## src/rtl/comparator_pkg.sv

```systemverilog
// Shared types and sizing helpers for the serial word comparator.
// Pure declarations; no latency and no flow control of its own.
// Included by the top and by any block that needs the flag or state types.
package comparator_pkg;

    typedef enum logic [1:0] {
        IDLE = 2'd0,
        SCAN = 2'd1,
        DONE = 2'd2
    } cmp_state_t;

    typedef struct packed {
        logic gt;
        logic eq;
        logic lt;
    } cmp_flags_t;

    localparam int CMP_DEFAULT_WIDTH = 8;

    function automatic int cmp_nslice(input int width);
        return width / 2;
    endfunction

    // Index register never collapses to zero bits, even for a single slice.
    function automatic int cmp_idx_w(input int width);
        return (width / 2 > 1) ? $clog2(width / 2) : 1;
    endfunction

endpackage

```

## src/rtl/binary_comparator_2bit.sv

```systemverilog
// Unsigned magnitude compare of two 2-bit slices.
// Purely combinational, zero latency.
// No flow control; the caller sequences the inputs.
module binary_comparator_2bit (
    input  logic [1:0] a,
    input  logic [1:0] b,
    output logic       gt,
    output logic       eq,
    output logic       lt
);

    assign gt = (a > b);
    assign eq = (a == b);
    assign lt = (a < b);

endmodule

```

## src/rtl/serial_word_comparator.sv

```systemverilog
// Word magnitude compare, MSB-first in 2-bit slices, stopping at the first unequal slice.
// Latency: result valid 1..WIDTH/2 edges after accept.
// Backpressure: DONE holds flags and blocks new operands until res_ready.
module serial_word_comparator
    import comparator_pkg::*;
#(
    parameter int WIDTH = CMP_DEFAULT_WIDTH
) (
    input  logic             clk,
    input  logic             rst_n,
    input  logic             start_valid,
    output logic             start_ready,
    input  logic [WIDTH-1:0] a_in,
    input  logic [WIDTH-1:0] b_in,
    output logic             res_valid,
    input  logic             res_ready,
    output logic             a_gt_b,
    output logic             a_eq_b,
    output logic             a_lt_b
);

    localparam int NSLICE = cmp_nslice(WIDTH);
    localparam int IDX_W  = cmp_idx_w(WIDTH);
    localparam logic [IDX_W-1:0] IDX_LAST = IDX_W'(NSLICE - 1);

    cmp_state_t       state;
    cmp_flags_t       flags_q;
    logic [WIDTH-1:0] a_q;
    logic [WIDTH-1:0] b_q;
    logic [IDX_W-1:0] idx;

    logic [1:0] slice_a;
    logic [1:0] slice_b;
    logic       slice_gt;
    logic       slice_eq;
    logic       slice_lt;

    // Constant-index mux keeps the select free of index-width games for any WIDTH.
    always_comb begin
        slice_a = '0;
        slice_b = '0;
        for (int i = 0; i < NSLICE; i++) begin
            if (idx == IDX_W'(i)) begin
                slice_a = a_q[2*i +: 2];
                slice_b = b_q[2*i +: 2];
            end
        end
    end

    binary_comparator_2bit u_slice_cmp (
        .a  (slice_a),
        .b  (slice_b),
        .gt (slice_gt),
        .eq (slice_eq),
        .lt (slice_lt)
    );

    always_ff @(posedge clk) begin
        if (!rst_n) begin
            state   <= IDLE;
            flags_q <= '0;
            a_q     <= '0;
            b_q     <= '0;
            idx     <= '0;
        end else begin
            case (state)
                IDLE: begin
                    if (start_valid) begin
                        a_q   <= a_in;
                        b_q   <= b_in;
                        idx   <= IDX_LAST;
                        state <= SCAN;
                    end
                end
                SCAN: begin
                    if (!slice_eq) begin
                        flags_q.gt <= slice_gt;
                        flags_q.eq <= 1'b0;
                        flags_q.lt <= slice_lt;
                        state      <= DONE;
                    end else if (idx == '0) begin
                        flags_q.gt <= 1'b0;
                        flags_q.eq <= 1'b1;
                        flags_q.lt <= 1'b0;
                        state      <= DONE;
                    end else begin
                        idx <= idx - IDX_W'(1);
                    end
                end
                DONE: begin
                    if (res_ready) begin
                        state <= IDLE;
                    end
                end
                default: state <= IDLE;
            endcase
        end
    end

    assign start_ready = (state == IDLE);
    assign res_valid   = (state == DONE);
    assign a_gt_b      = flags_q.gt;
    assign a_eq_b      = flags_q.eq;
    assign a_lt_b      = flags_q.lt;

endmodule

```

## config.mk

```make
export PLATFORM = sky130hd
export DESIGN_NAME = serial_word_comparator
export DESIGN_NICKNAME = d
export VERILOG_FILES = /design/src/rtl/comparator_pkg.sv /design/src/rtl/binary_comparator_2bit.sv /design/src/rtl/serial_word_comparator.sv
export SDC_FILE = /design/constraint.sdc
export NUM_CORES = 1
export LEC_CHECK = 0
export ABC_CLOCK_PERIOD_IN_PS = 7010
export BUFFER_PORTS_ARGS = -buffer_cell sky130_fd_sc_hd__buf_2
export CORE_MARGIN = 1
export CORE_UTILIZATION = 56
export CTS_CLUSTER_SIZE = 16
export DETAILED_ROUTE_END_ITERATION = 16
export GPL_ROUTABILITY_DRIVEN = 0
export PLACE_DENSITY = 0.83
export SLEW_MARGIN = 20
export SYNTH_ARGS = -nofsm -noshare
export SYNTH_HDL_FRONTEND = slang
export SYNTH_HIERARCHICAL = 1
export SYNTH_SLANG_ARGS = --single-unit
```

## constraint.sdc

```tcl
create_clock -name clk -period 7.01 [get_ports clk]
set_clock_uncertainty 0.2 [all_clocks]
set_input_delay 0.701 -clock clk [delete_from_list [all_inputs] [get_ports clk]]
set_output_delay 0.701 -clock clk [all_outputs]
set_load 0.02 [all_outputs]
```

Word level (Yosys, flattened, before mapping)
Index checks and enable logic that the tools add are counted.

Mux-type cells: 19. Order comparisons: 2. Reduce and logical (&&, ||, !) cells: 7. Equality and inequality tests: 12. $add $sub $neg: 1.

Operators with widths (number): 2-to-1 mux 2 bit (15); equality test 2 bit (second input constant) (3); 2-to-1 mux 3 bit (2); != test 2 bit (second input constant) (3); one-hot mux 2 bit (3 select lines) (1); equality test 2 x 1 -> 1 bit (second input constant) (2); zero test 2 bit (2); != test 2 x 1 -> 1 bit (second input constant) (2); one-hot mux 2 bit (2 select lines) (1); AND reduction 2 bit (2); AND reduction 4 bit (1); != test 3 bit (second input constant) (1); AND reduction 3 bit (1); equality test 2 bit (1); > comparator 2 bit (1); less-than comparator 2 bit (1); nonzero test 2 bit (1); subtractor 2 x 1 -> 2 bit (second input constant) (1).

Bits in registers: 23. Logic and storage cells: 48. Input port bits: 20.

Logic depth before layout (Yosys ltp)
Gate-level depths: netlist (run 1).

Word-level depth: 8. Depth in mapped cells: 11.

Modules after synthesis
Netlist (run 1), hierarchy kept.

By module, submodules not included: serial_word_comparator (sequential area each 460.4 sq um, times used 1, area an instance 1069.8 sq um, cells an instance 128); binary_comparator_2bit (sequential area each 0.0 sq um, times used 1, area an instance 62.6 sq um, cells an instance 9).

Least setup slack after synthesis (run 1)
OpenSTA, ideal clock, no wires.

Kind: flip-flop to flip-flop. Start: register idx[1]. End: register idx[1]. Cell stages (with the launch flop): 12. Setup time: 0.134 ns. Setup slack: 4.583 ns. Arrival time: 2.093 ns. Path buffers: 0. Path through: dfxtp_1 -> inv_1 -> ha_1 -> nor2b_1 -> a221oi_1 -> o31ai_1 -> inv_1 -> ha_1 -> and2_4 -> and4bb_2 -> nor3_1 -> a211oi_1.

Word-level cells in the longest chain between the ends: 8. Elaborated cells on any way between the ends: 20. Those cells by class: add/sub (1); eq/ne (6); mux (11); reduce/logical (2).

Ends and longest elaborated chain: start: declaration (RTL line serial_word_comparator.sv:30) `logic [IDX_W-1:0] idx;`; start signal: assignment (RTL line serial_word_comparator.sv:87) `idx <= idx - IDX_W'(1);`; zero test 2 bit (RTL line serial_word_comparator.sv:43) `if (idx == IDX_W'(i)) begin`; 2-to-1 mux 2 bit (3 in series) (RTL line serial_word_comparator.sv:43); 2-to-1 mux 2 bit (*) (RTL line serial_word_comparator.sv:43); via slice_a[0] (RTL line serial_word_comparator.sv:32) `logic [1:0] slice_a;`; equality test 2 bit (*) (RTL line binary_comparator_2bit.sv:13) `assign eq = (a == b);`; via slice_eq (RTL line serial_word_comparator.sv:35) `logic slice_eq;`; != test 2 bit (no source line) (*); AND reduction 4 bit (no source line) (*).

Mark *: on every way through the listed nets, which the timed path passes. The rest lies on a longest branch. The select of a mux whose other input is x is not followed. A chain may end at the register's enable or synchronous reset.

Worst setup path after layout (run 1)
Start: register idx[1]. End: register flags_q (netlist bit a_gt_b).

Word-level cells in the longest chain between the ends: 8. Elaborated cells on any way between the ends: 17. Those cells by class: order compare (1); eq/ne (5); mux (9); reduce/logical (2).

Ends and longest elaborated chain: zero test 2 bit (RTL line serial_word_comparator.sv:43); 2-to-1 mux 2 bit (3 in series) (RTL line serial_word_comparator.sv:43); 2-to-1 mux 2 bit (*) (RTL line serial_word_comparator.sv:43); via slice_a[0] (RTL line serial_word_comparator.sv:32); equality test 2 bit (*) (RTL line binary_comparator_2bit.sv:13); via slice_eq (RTL line serial_word_comparator.sv:35); != test 2 x 1 -> 1 bit (no source line); AND reduction 2 bit (no source line); end: declaration (RTL line serial_word_comparator.sv:27) `cmp_flags_t flags_q;`.

Mark *: on every way through the listed nets, which the timed path passes. The rest lies on a longest branch.

==> flow_summary.toml, run 1 <==
[synth]
syn_area_per_cell_um2 = 8.27
synth-seq-area-share_pct = 40.7
synth_cells = 137
yosysWarnings = 6
synth.distinct_cells = 27
synth.ff_latch_count = 23
synth_fp_nets = 164
syn_area_um2 = 1130

[worst_setup_path]
critical_path_arrival_ns = 2.76
worstSetupEndpointType = "flip-flop"
cp.required_ns = 7.06
r2r_slack_ns = 4.30
reg2regPathDepth = 11
path_class = "reg2reg"
regToRegEndpoint = "a_gt_b"
reg2reg_from = "idx[1]"
crit_fanout = 5
startpoint_type = "flip-flop"

[timing]
tns_ns = 0
rsz0062_at_grt = "false"
tightestPinTransition_ns = 0.752
relSlewSlack_pct = 49.8
slew_viol_final = 0
setup_viol = 0
hold_violations = 0
timing.final.crit_period_ns = 2.71
fmax_mhz = 369
timing.hold.ws_ns = 0.274
timing.final.crit_share_pct = 38.7

[hold_path]
hold-path-endpoint = "a_q[7]"
hold_class = "reg2reg"
holdPathStages = 2
min_from = "a_q[7]"

[clock_network]
cts_max_level = 1
clock_latency_ns = 0.32
cts_buffers = 3
cts.repair.resized = 0
cts_tree = "yes"
cts-root-buf = "clkbuf_4"
cts_setup_buffers = 0
clock-sinks = 23
cts_buffer_depth = 2
hold_buffers = 0
cts.clk_slew.worst_paths_ns = 0.13

[place]
post_dp_cell_area_um2 = 1230
dp_hpwl_um = 1600
dp.cells = 180
port_buffers = 24

[global_routing]
grt_antenna_before_repair = 0
grt_overflow = 0
grt_usage_pct = 22.5
grt_first_pass_wirelength_um = 3450
grt_pass1_vias = 837
grt_max_degree = 23

[finish]
area_delta_synth_final_pct = 11.5
diodes = 0
layout_common_cells = "nand2_1 (35), buf_2 (24), dfxtp_1 (23), a21oi_1 (21), nor2b_1 (8)"
num-fill-cells = 169
drive_above_1_share_pct = 21.4
finalInstanceArea_um2 = 1260
layout.cells.non_filler = 184
nets = 187
final_common_cell = "nand2_1"

[floorplanning]
fp.coreArea_um2 = 1800
num_rows = 15
die_x_um = 47.0
die_height_um = 47.0
ios = 25
die_area_um2 = 2210
initial_core_util_pct = 62.8

[detailed_routing]
drtAntennaViolNets = 0
drc = 0
drt_wl_total_um = 2160
drt-pass1-iter-count = 4
vias_per_cell = 5.30
wl_per_cell_um = 11.7
drt_iter0_drc = 16
vias = 976

[run_status]
outcome = "finished clean"

[pwr]
irDropWorstVdd_v = 0.000137
powerDensity_nw_per_um2 = 250
total_power_uw = 315
leakagePower_nw = 0.537

[job]
maxCapViolCount = 0
routing by layer:
metal  GRT usage, %  vias to the layer above  part of all wire [%]
met5              0                        -                     0
li1               -                      503                     -
met4           5.14                        0                  0.65
met2           39.7                       24                    49
met1           26.8                      447                    46
met3           6.92                        2                   4.4
synthesized netlist by cell type:
cell type / n / share of area (%)
o21ai_0: 2 / 0.88
o31ai_1: 4 / 2.7
nor2_1: 3 / 0.99
dfxtp_1: 23 / 41
or2b_1: 1 / 0.66
buf_8: 1 / 1.3
a211oi_1: 2 / 1.3
and2_1: 1 / 0.55
nor2b_1: 8 / 4.4
nor3b_4: 1 / 1.7
nor3_1: 3 / 1.3
buf_1: 1 / 0.33
clkbuf_1: 2 / 0.66
nor3b_1: 1 / 0.66
a221oi_1: 4 / 3.1
o21a_1: 1 / 0.66
a21oi_1: 21 / 9.3
nand2_2: 3 / 1.7
and2b_1: 1 / 0.66
and4bb_2: 1 / 1.1
ha_1: 7 / 7.7
or3b_1: 1 / 0.77
inv_1: 6 / 2.0
and2_4: 1 / 0.77
nand2b_1: 1 / 0.55
buf_6: 2 / 2.0
nand2_1: 35 / 12
area by class of cell:
class / count / area (µm²) / area share [%]
Clock buffer: 3 / 22.5 / 1.78
Multi-Input combinational cell: 102 / 601 / 47.6
Timing Repair Buffer: 24 / 120 / 9.51
Inverter: 6 / 22.5 / 1.78
Sequential cell: 23 / 460 / 36.5
Clock inverter: 1 / 5.00 / 0.396
Tap cell: 25 / 31.3 / 2.48
report_power, final:
| group | internal (mW) | switching, mW |
|---|---|---|
| Clock | 0.0214 | 0.0408 |
| Sequential | 0.144 | 0.0111 |
| Combinational | 0.0442 | 0.0539 |
worst max-delay path: stages (launching register included):
cell,delay (ns)
dfxtp_1,0.39
inv_1,0.09
ha_1,0.24
nor2b_1,0.25
a221oi_1,0.12
o31ai_1,0.25
inv_1,0.07
ha_1,0.29
and2_4,0.17
nor3b_1,0.31
nand2_1,0.10
a21oi_1,0.15
cell families after synthesis:
family / synth area share, %
buffers and inverters: 6.30
and+or+nand+nor: 27.4
DFF: 40.7
AOI/OAI and AO/OA: 17.9
adders and majority gates: 7.73
registers in the layout, summed over array words and instances, names as in the netlist:
register  count
a_eq_b        1
a_gt_b        1
a_lt_b        1
a_q           8
b_q           8
idx           2
state         2
metrics by stage:
stage	utilization [%]	setup WS, ns
floorplan	-	4.58
global placement	68.5	4.45
detailed placement	68.5	4.34
CTS	70.1	4.29
global route	70.1	4.04
finish	70.1	4.30
how the worst max path moves through the flow:
stage | depth (start not counted) | to | from | slack, ns
detailed placement | 11 | idx[1] | idx[1] | 4.34
global route | 11 | a_gt_b | idx[1] | 4.04
floorplan | 11 | idx[1] | idx[1] | 4.58
global placement | 11 | idx[1] | idx[1] | 4.45
finish | 11 | a_gt_b | idx[1] | 4.30
CTS | 11 | a_gt_b | idx[1] | 4.29
Power figures use the tool's default switching activity.
==> run 2, diff against run 1 <==
--- a/config.mk
+++ b/config.mk
@@ -5,14 +5,14 @@
 export SDC_FILE = /design/constraint.sdc
 export NUM_CORES = 1
 export LEC_CHECK = 0
-export ABC_CLOCK_PERIOD_IN_PS = 7010
+export ABC_CLOCK_PERIOD_IN_PS = 2400
 export BUFFER_PORTS_ARGS = -buffer_cell sky130_fd_sc_hd__buf_2
 export CORE_MARGIN = 1
-export CORE_UTILIZATION = 56
+export CORE_UTILIZATION = 47
 export CTS_CLUSTER_SIZE = 16
 export DETAILED_ROUTE_END_ITERATION = 16
 export GPL_ROUTABILITY_DRIVEN = 0
-export PLACE_DENSITY = 0.83
+export PLACE_DENSITY = 0.74
 export SLEW_MARGIN = 20
 export SYNTH_ARGS = -nofsm -noshare
 export SYNTH_HDL_FRONTEND = slang
==> constraint.sdc (replaced) <==
create_clock -name clk -period 2.4 [get_ports clk]
set_clock_uncertainty 0.2 [all_clocks]
set_input_delay 0.24 -clock clk [delete_from_list [all_inputs] [get_ports clk]]
set_output_delay 0.24 -clock clk [all_outputs]
set_load 0.02 [all_outputs]
==> flow_summary.toml, run 2 (synthesized netlist as in run 1, its figures left out) <==
[clock_network]
cts-root-buf = "clkbuf_4"
cts_tree = "yes"
clock-sinks = 23
cts.clk_slew.worst_paths_ns = 0.13
cts_buffers = 3
clock_latency_ns = 0.33
cts_buffer_depth = 2
cts_max_level = 1

[place]
dp_hpwl_um = 1780
port_buffers = 24

[timing]
timing.final.crit_period_ns = 2.55
tightestPinTransition_ns = 0.671
fmax_mhz = 392
rsz0062_at_grt = "true"
relSlewSlack_pct = 55.2
setup_viol = 5
tns_ns = -0.515
timing.final.crit_share_pct = 106
hold_violations = 0
slew_viol_final = 0
setup_slack_ns = -0.153

[finish]
nets = 212
largestRegisters = "a_q: 8 flops, b_q: 8 flops"
layout_common_cells = "nand2_1 (35), buf_2 (24), dfxtp_1 (21), a21oi_1 (20), dlygate4sd3_1 (17)"
post-route-util_pct = 73.8
drive_above_1_share_pct = 35.9
diodes = 0
final_common_cell = "nand2_1"
area_delta_synth_final_pct = 45.6

[detailed_routing]
vias_per_cell = 5.25
drc = 0
drtAntennaViolNets = 0
drt_iter0_drc = 28
vias = 1113
wl_per_cell_um = 14.0
drt_wl_total_um = 2980
drt-pass1-iter-count = 4

[pwr]
leakagePower_nw = 0.679
irDropWorstVdd_v = 0.000470
powerDensity_nw_per_um2 = 662

[global_routing]
grt_usage_pct = 24.7
grt_max_degree = 23
grt_antenna_before_repair = 0
grt_pass1_vias = 1113
grt_first_pass_wirelength_um = 4740
grt_overflow = 0

[worst_setup_path]
reg2reg_from = "idx[0]"
crit_fanout = 4
critical_path_arrival_ns = 2.61
path_class = "reg2reg"
startpoint = "idx[0]"
cp.required_ns = 2.45
worstSetupEndpointType = "flip-flop"
startpoint_type = "flip-flop"

[floorplanning]
die_x_um = 51.1
ios = 25
die_area_um2 = 2610
num_rows = 17
initial_core_util_pct = 50.7
fp.coreArea_um2 = 2230
die_height_um = 51.1

[hold_path]
min_from = "res_ready"
hold_class = "in2reg"

[run_status]
outcome = "complete, but fails checks"
violations = "setup timing"

[job]
maxCapViolCount = 0
-- run 2: metal layers --
layer / share of wire [%] / global-route usage [%]
met2: 51 / 47.1
met3: 3.4 / 3.87
met1: 42 / 25.8
met4: 3.6 / 12.0
met5: 0 / 0
-- run 2: area by class of cell --
| type | count | area, µm² |
|---|---|---|
| Multi-Input combinational cell | 102 | 743 |
| Fill cell | 163 | 584 |
| Sequential cell | 23 | 465 |
| Timing Repair Buffer | 49 | 350 |
| Tap cell | 28 | 35.0 |
| Inverter | 6 | 27.5 |
| Clock buffer | 3 | 22.5 |
| Clock inverter | 1 | 5.00 |
-- run 2: timing repair --
action,in CTS,in global routing
buffers inserted,1,1
endpoints found under the setup margin,7,7
gates resized for setup,21,12
pin swaps,6,6
hold buffers,17,0
gates cloned,0,0
hold endpoints to repair,17,0
-- run 2: path summary, 6_finish.rpt --
kind	endpoint	slack, ns	cells past startpoint
worst max-delay path	idx[1]	-0.15	11
worst min-delay path	state[1]	0.009	3
worst max register to register	idx[1]	-0.15	11
worst min register to register	a_q[7]	0.28	2
-- run 2: critical path, stage by stage, from the launching register on --
cell	delay, ns
dfxtp_4	0.39
inv_6	0.07
ha_4	0.12
nor2b_4	0.20
a221oi_2	0.10
o31ai_1	0.30
inv_1	0.13
ha_4	0.27
and2_4	0.14
and4bb_4	0.29
nor3_2	0.06
a211oi_2	0.20
-- run 2: metrics by stage --
stage | hold slack, ns | cells | area [µm²] | total power, mW | worst slack, ns
floorplan | 0.158 | 137 | 1130 | 0.694 | 0.0283
global placement | 0.248 | 189 | 1290 | 0.760 | -0.0911
detailed placement | 0.252 | 189 | 1290 | 0.776 | -0.223
CTS | 0.0184 | 211 | 1590 | 1.04 | -0.0298
global route | 0.0351 | 212 | 1650 | 1.15 | -0.216
finish | 0.00916 | 212 | 1650 | 1.09 | -0.153
-- run 2: power by group --
part           internal, mW  switching, mW  leakage [nW]  total, mW
logic                 0.218          0.228         0.472      0.446
clock network        0.0627          0.125        0.0177      0.187
registers             0.422         0.0370         0.190      0.459
total                 0.702          0.390         0.679       1.09
==> run 3, diff against run 2 <==
--- a/config.mk
+++ b/config.mk
@@ -5,14 +5,14 @@
 export SDC_FILE = /design/constraint.sdc
 export NUM_CORES = 1
 export LEC_CHECK = 0
-export ABC_CLOCK_PERIOD_IN_PS = 2400
+export ABC_CLOCK_PERIOD_IN_PS = 2500
 export BUFFER_PORTS_ARGS = -buffer_cell sky130_fd_sc_hd__buf_2
 export CORE_MARGIN = 1
-export CORE_UTILIZATION = 47
+export CORE_UTILIZATION = 52
 export CTS_CLUSTER_SIZE = 16
 export DETAILED_ROUTE_END_ITERATION = 16
 export GPL_ROUTABILITY_DRIVEN = 0
-export PLACE_DENSITY = 0.74
+export PLACE_DENSITY = 0.78
 export SLEW_MARGIN = 20
 export SYNTH_ARGS = -nofsm -noshare
 export SYNTH_HDL_FRONTEND = slang
==> constraint.sdc (replaced) <==
create_clock -name clk -period 2.5 [get_ports clk]
set_clock_uncertainty 0.2 [all_clocks]
set_input_delay 0.25 -clock clk [delete_from_list [all_inputs] [get_ports clk]]
set_output_delay 0.25 -clock clk [all_outputs]
set_load 0.02 [all_outputs]
==> flow_summary.toml, run 3 (synthesized netlist as in run 1, its figures left out) <==
[finish]
nets = 212
multiInputGateArea_um2 = 767
layout.cells.non_filler = 211
area_delta_synth_final_pct = 47.7
regArea_um2 = 465
num-fill-cells = 118
drive_above_1_share_pct = 35.9
layout_common_cells = "nand2_1 (35), buf_2 (24), a21oi_1 (21), dfxtp_1 (21), dlygate4sd3_1 (17)"
diodes = 0
final_common_cell = "nand2_1"
finalInstanceArea_um2 = 1670
largestRegisters = "a_q: 8 flops, b_q: 8 flops"

[detailed_routing]
wl_per_cell_um = 16.5
drt-pass1-iter-count = 4
drt_wl_total_um = 3480
drc = 0
vias_per_cell = 5.62
vias = 1186
drt_iter0_drc = 48
drtAntennaViolNets = 0

[timing]
hold_violations = 0
slew_viol_final = 0
fmax_mhz = 382
tns_ns = -0.217
tightestPinTransition_ns = 0.741
timing.final.crit_period_ns = 2.62
timing.final.crit_share_pct = 105
setup_slack_ns = -0.118
relSlewSlack_pct = 50.5
setup_viol = 3
rsz0062_at_grt = "true"

[global_routing]
grt_max_degree = 23
grt_util_met3_pct = 5.35
grt_overflow = 0
grt_usage_pct = 25.4
grt_util_met1_pct = 30.7
busiest_layer = "met2"
grt_pass1_vias = 1027
gr-usage-met2_pct = 43.1
grt_antenna_before_repair = 0
grt_first_pass_wirelength_um = 4570

[floorplanning]
num_rows = 16
die_height_um = 48.7
initial_core_util_pct = 56.6
ios = 25
die_area_um2 = 2370
fp.coreArea_um2 = 2000
die_x_um = 48.7

[clock_network]
cts-root-buf = "clkbuf_4"
cts_max_level = 1
clock-sinks = 23
cts_buffers = 3
cts.clk_slew.worst_paths_ns = 0.14
clock_latency_ns = 0.33
cts_tree = "yes"
cts_buffer_depth = 2

[worst_setup_path]
path_class = "reg2reg"
crit_fanout = 4
critPathSlowestCell = "dfxtp_2"
critical_path_arrival_ns = 2.67
cp_cell_sequence = "inv_2 > ha_4 > nor2b_4 > a221oi_2 > o31ai_2 > inv_1 > ha_1 > and2_4 > and4bb_4 > nor3_4 > a211oi_2"
worstSetupEndpointType = "flip-flop"
startpoint_type = "flip-flop"
critPathMaxStageDelay_ns = 0.36
cp.required_ns = 2.56

[place]
dp_hpwl_um = 1790
dp.cells = 187
port_buffers = 24
post_dp_cell_area_um2 = 1270

[pwr]
powerDensity_nw_per_um2 = 658
leakagePower_nw = 0.691
irDropWorstVdd_v = 0.000548

[run_status]
outcome = "complete, but fails checks"
violations = "setup timing"

[job]
maxCapViolCount = 0

[hold_path]
hold_class = "in2reg"
==> run 3: cell type report <==
type                            instances  area share [%]
Inverter                                6            1.50
Multi-Input combinational cell        102            45.8
Clock inverter                          1           0.299
Sequential cell                        23            27.8
Timing Repair Buffer                   49            21.2
Tap cell                               27            2.02
Clock buffer                            3            1.35
==> run 3: through the flow <==
stage	hold slack, ns	power (mW)	utilization, %	setup slack [ns]
3_3_place_gp	0.246	0.724	63.7	-0.0288
6_report	0.0165	1.10	83.6	-0.118
4_1_cts	0.0179	0.954	75.1	0.00196
2_1_floorplan	0.168	0.664	-	0.0732
5_1_grt	0.0170	1.16	83.6	-0.161
3_5_place_dp	0.253	0.741	63.7	-0.147
==> run 3: critical path, delay by kind of cell (launching register included) <==
| family | cells | cell delay, ns |
|---|---|---|
| simple gates | 4 | 0.74 |
| buf+inv | 2 | 0.20 |
| compound gates | 3 | 0.61 |
| flops | 1 | 0.36 |
| fa+ha+maj | 2 | 0.43 |
==> run 3: worst paths after layout <==
kind / start / endpoint / slack [ns] / cells after the start
max: idx[1] / idx[1] / -0.12 / 11
min: res_ready / state[1] / 0.02 / 3
max reg2reg: idx[1] / idx[1] / -0.12 / 11
min reg2reg: a_q[5] / a_q[5] / 0.27 / 2
==> run 3: repair_timing <==
| item | 4_1_cts | 5_1_grt |
|---|---|---|
| setup buffers | 0 | 3 |
| pin swaps | 2 | 10 |
| gates cloned | 0 | 0 |
| gates resized for setup | 9 | 29 |
| setup endpoints to repair | 7 | 7 |
| hold endpoints to repair | 17 | 0 |
| hold buffers | 17 | 0 |
==> run 3: routing by layer <==
layer,vias to the layer above,share of wire [%]
li1,558,-
met1,542,40
met2,69,48
met3,17,7.6
met4,0,3.8
met5,-,0
==> run 3: report_power, final <==
group	total, mW	internal (mW)	switching (mW)
clock	0.185	0.0602	0.124
combinational	0.471	0.227	0.243
sequential	0.445	0.405	0.0405
total	1.10	0.692	0.408
